$ cat src/rtl/dm_arbiter.sv
// Data-memory port arbiter: CPU DM stage has fixed priority, an external
// requester gets a forced one-beat grant after STARVE_LIMIT denied cycles.
module dm_arbiter #(
  parameter int AW           = 16,
  parameter int DW           = 32,
  parameter int STARVE_LIMIT = 8
) (
  input  logic          clk,
  input  logic          rst_n,
  input  logic          cpu_re,
  input  logic          cpu_we,
  input  logic [AW-1:0] cpu_addr,
  input  logic [DW-1:0] cpu_wdata,
  output logic [DW-1:0] cpu_rdata,
  output logic          cpu_stall,
  input  logic          ext_req,
  input  logic          ext_we,
  input  logic [AW-1:0] ext_addr,
  input  logic [DW-1:0] ext_wdata,
  output logic          ext_gnt,
  output logic          ext_rvalid,
  output logic [DW-1:0] ext_rdata,
  output logic          mem_re,
  output logic          mem_we,
  output logic [AW-1:0] mem_addr,
  output logic [DW-1:0] mem_wdata,
  input  logic [DW-1:0] mem_rdata
);

  localparam int CW = $clog2(STARVE_LIMIT + 1);
  localparam logic [CW-1:0] LIM    = CW'(STARVE_LIMIT);
  localparam logic [CW-1:0] LIM_M1 = CW'(STARVE_LIMIT - 1);

  typedef enum logic {
    ARB_CPU   = 1'b0,
    ARB_FORCE = 1'b1
  } st_t;

  st_t           r_st;
  logic [CW-1:0] r_starve_cnt;
  logic          r_ext_rd_q;

  logic w_cpu_acc;
  logic w_cpu_sel;
  logic w_ext_sel;
  logic w_ext_path;

  assign w_cpu_acc = cpu_re | cpu_we;

  // Enables are gated by rst_n so nothing reaches memory while in reset.
  always_comb begin
    w_cpu_sel = 1'b0;
    w_ext_sel = 1'b0;
    unique case (r_st)
      ARB_CPU: begin
        w_cpu_sel = rst_n & w_cpu_acc;
        w_ext_sel = rst_n & ~w_cpu_acc & ext_req;
      end
      ARB_FORCE: begin
        w_ext_sel = rst_n & ext_req;
      end
      default: begin
        w_cpu_sel = 1'b0;
        w_ext_sel = 1'b0;
      end
    endcase
  end

  assign w_ext_path = w_ext_sel | (r_st == ARB_FORCE);

  assign ext_gnt    = w_ext_sel;
  assign mem_we     = w_ext_sel ? ext_we  : (w_cpu_sel & cpu_we);
  assign mem_re     = w_ext_sel ? ~ext_we : (w_cpu_sel & ~cpu_we);
  assign mem_addr   = w_ext_path ? ext_addr  : cpu_addr;
  assign mem_wdata  = w_ext_path ? ext_wdata : cpu_wdata;

  assign cpu_stall  = (r_st == ARB_FORCE);
  assign cpu_rdata  = mem_rdata;
  assign ext_rdata  = mem_rdata;
  assign ext_rvalid = r_ext_rd_q;

  always_ff @(posedge clk or negedge rst_n) begin
    if (!rst_n) begin
      r_st         <= ARB_CPU;
      r_starve_cnt <= '0;
      r_ext_rd_q   <= 1'b0;
    end else begin
      r_ext_rd_q <= w_ext_sel & ~ext_we;
      unique case (r_st)
        ARB_CPU: begin
          if (ext_req && !w_ext_sel) begin
            if (r_starve_cnt != LIM)
              r_starve_cnt <= r_starve_cnt + CW'(1);
            if (r_starve_cnt == LIM_M1)
              r_st <= ARB_FORCE;
          end else begin
            r_starve_cnt <= '0;
          end
        end
        ARB_FORCE: begin
          r_st         <= ARB_CPU;
          r_starve_cnt <= '0;
        end
        default: begin
          r_st         <= ARB_CPU;
          r_starve_cnt <= '0;
        end
      endcase
    end
  end

endmodule
$ cat config.mk
export PLATFORM = sky130hd
export DESIGN_NAME = dm_arbiter
export DESIGN_NICKNAME = d
export VERILOG_FILES = /design/src/rtl/dm_arbiter.sv
export SDC_FILE = /design/constraint.sdc
export NUM_CORES = 1
export LEC_CHECK = 0
export CAP_MARGIN = 30
export CORE_AREA = 2 2 98 100
export CTS_CLUSTER_DIAMETER = 40
export DETAILED_ROUTE_END_ITERATION = 8
export DIE_AREA = 0 0 100 102
export GPL_TIMING_DRIVEN = 0
export MAX_ROUTING_LAYER = met4
export PLACE_DENSITY = 0.74
export SYNTH_ARGS = -nofsm -noshare
export SYNTH_HDL_FRONTEND = slang
export SYNTH_SLANG_ARGS = --single-unit
$ cat constraint.sdc
create_clock -name clk -period 2.2 [get_ports clk]
set_clock_uncertainty 0.15 [all_clocks]
set_input_delay 0.66 -clock clk [delete_from_list [all_inputs] [get_ports clk]]
set_output_delay 0.66 -clock clk [all_outputs]
set_load 0.02 [all_outputs]
==> impl_metrics.yaml <==
timing:
  slew_violations: 0
  finalCritPeriodShare_pct: 121
  setup_tns_ns: -20.50
  post-route-min-period_ns: 2.67
  setup_viol_count_final: 48
  holdWs_ns: 0.0749
  final-hold-violation-count: 0
  worst_pin_slew_ns: 0.244
  fmax_mhz: 374
  setup_slack_ns: -0.472
  rsz0062_at_grt: "true"
  relSlewSlack_pct: 83.7
critical_path:
  end_kind: "output port"
  critPathSlowestCell: "mux2_4"
  cpMostUsedCell: "buf_6"
  path_delay_family: "buffers and inverters"
  cp.required_ns: 1.39
  crit_type: "in2out"
  path_max_fanout: 5
  cp_cell_sequence: "buf_6 > nor2_4 > a31oi_4 > buf_4 > buf_12 > clkbuf_16 > mux2_4 > buf_6"
  start_kind: "primary input"
  crit_buf_inv: 5
  critPathArrivalTime_ns: 1.86
  slowest_delay_ns: 0.30
power:
  pwr-share-clk_pct: 14.3
  p_switching_uw: 376
  p_per_area_nw_per_um2: 275
  peakVddDrop_v: 0.000258
  pwr-share-seq_pct: 10.4
  p_leak_nw: 2.06
  sw_frac_of_total_pct: 32.5
  p_int_uw: 781
  power_frac_comb_pct: 75.3
placed_design:
  place_congestion: 0.762
  hpwl_microns: 6490
  io_buffers: 218
  placedCellCount: 481
  dpl_cell_area_sq_um: 3830
yosys:
  synth_seq_cells: 6
  synthArstFlopShare_pct: 100
  yosysUniqueCellTypes: 26
  yosysWarningCount: 0
  synthTopCellsByCount: "64 x buf_4, 28 x mux2_2, 20 x mux2_4"
  netlist_area_sq_um: 1490
  yosysMostFrequentCell: "buf_4"
  synth_top_area_share_pct: 32.4
  avgSynthCellArea_sq_um: 9.77
  syn-num-nets: 288
  synthFlopType: "dfrtp_1"
  synth-edff-count: 0
  yosysSeqAreaShare_pct: 10.1
  synth.largest_area_cell: "buf_4"
  synth_area_leaders: "buf_4 32%, mux2_2 21%, mux2_4 20%"
  synth_cells: 152
global_routing:
  grt_max_degree: 12
  grt_pass1_wl_microns: 10300
  grt_pass1_vias: 1960
  groute.usage.overall_pct: 13.3
  antenna_found_initial: 0
  overflow: 0
routing:
  wl_per_cell_microns: 15.5
  vias: 1907
  drc: 0
  first_pass_iters: 3
  drtIter0Drc: 6
  postRouteAntennaNets: 0
  wirelength_microns: 7690
  vias_per_cell: 3.84
clocking:
  clock_latency_ns: 0.22
  root_buffer: "clkbuf_8"
  cts.clk_slew.worst_paths_ns: 0.04
  numCtsBuffers: 3
  cts_buffer_depth: 2
  postCtsHoldBufs: 0
  cts_tree: "done"
  cts_max_level: 1
  cts_sinks: 6
finish:
  diodes: 0
  final_util_pct: 46.2
  nets: 523
  multi_input_area_sq_um: 896
  final_area_sq_um: 4210
  regArea_sq_um: 150
  drive_above_1_share_pct: 49.1
  fin_cells: 496
  area_growth_pct: 183
  final.fill_count: 863
floorplan:
  std_cell_rows: 35
  die_h_microns: 102
  initial_core_util_pct: 16.3
  fp.dieW_microns: 100
  coreArea_sq_um: 9110
  io_pins: 251
  die_area_sq_um: 10200
worst_hold_path:
  hold_class: "in2async"
flow_run:
  maxCapViolations: 0
status:
  outcome: "finished, violations left"
  violations: "setup timing"
[cell usage in the layout (no fill, tap or decap)]
cell,netlist,final
a21oi_1,1,1
dlygate4sd2_1,0,1
dfrtp_1,6,6
a31oi_4,0,1
a211o_1,1,1
clkdlybuf4s50_1,0,161
mux2_4,20,42
xnor2_1,1,1
buf_6,3,51
dlymetal6s2s_1,0,1
clkbuf_8,0,3
nand3b_1,1,1
nand2b_1,2,2
o21ai_0,1,1
clkbuf_16,0,2
nor2_4,0,1
buf_4,64,74
inv_1,3,3
nor2_1,4,4
o211a_1,1,1
nor2b_1,1,1
xor2_1,1,1
nand2_1,1,1
buf_12,0,5
nor3_1,1,1
a21boi_1,0,1
buf_8,0,4
mux2_2,28,6
and3_1,1,1
ha_1,2,2
mux2i_1,2,2
nand3_1,2,2
[path summary, 6_finish.rpt]
kind / startpoint / endpoint / slack, ns / cells past startpoint
max: cpu_re / mem_wdata[24] / -0.47 / 8
min: rst_n / cpu_stall / 0.07 / 1
max reg2reg: r_starve_cnt[0] / r_starve_cnt[1] / 0.87 / 5
min reg2reg: r_starve_cnt[3] / cpu_stall / 0.35 / 1
max in group asynchronous: rst_n / ext_rvalid / 1.71 / 1
min in group clk: r_starve_cnt[3] / cpu_stall / 0.35 / 1
[final cells by class]
class / count / area share (%)
inverter: 3 / 0.267
multi-input combinational: 74 / 21.3
timing repair buffer: 231 / 57.4
clock buffer: 3 / 0.981
buffer: 68 / 13.2
tap: 111 / 3.30
sequential: 6 / 3.57
[power groups by stage]
stage | Sequential, mW | Combinational [mW] | Clock, mW
global placement | 0.122 | 0.802 | 0
detailed placement | 0.122 | 0.810 | 0
floorplan | 0.122 | 0.363 | 0
global route | 0.122 | 0.913 | 0.173
CTS | 0.121 | 0.862 | 0.168
finish | 0.121 | 0.871 | 0.165
[metrics by stage]
step           power [mW]  worst slack, ns
3_5_place_dp        0.932            -1.61
4_1_cts              1.15           -0.477
5_1_grt              1.21           -0.503
2_1_floorplan       0.485           -0.117
3_3_place_gp        0.924            -1.59
6_report             1.16           -0.472
[flip-flops by register name (all words and copies together), names as in the netlist]
name,flops
ext_rvalid,1
r_starve_cnt,4
cpu_stall,1
[metal layers]
| layer | wire length (microns) | up-vias | track usage [%] |
|---|---|---|---|
| met3 | 696 | 5 | 3.42 |
| met1 | 2590 | 888 | 13.7 |
| met5 | 0 | - | - |
| met4 | 64 | 0 | 2.42 |
| met2 | 4340 | 94 | 25.8 |
| li1 | - | 920 | - |
[cell families after synthesis]
kind of cell	count (synthesis)	synth area share (%)
XOR/XNOR	2	1.18
flip-flops	6	10.1
AND/OR/NAND/NOR	14	4.89
multiplexers	50	42.8
buffers and inverters	72	36.1
AO/OA/AOI/OAI	6	3.29
adder cells (fa/ha/maj)	2	1.68
[what timing repair did]
action	CTS	global route
resized for setup	360	20
setup endpoints to repair	51	50
setup buffers	7	4
endpoints found under the hold margin	0	0
gates cloned	2	2
pin swaps	3	2
Note: power is estimated with default switching activity, not from simulation.
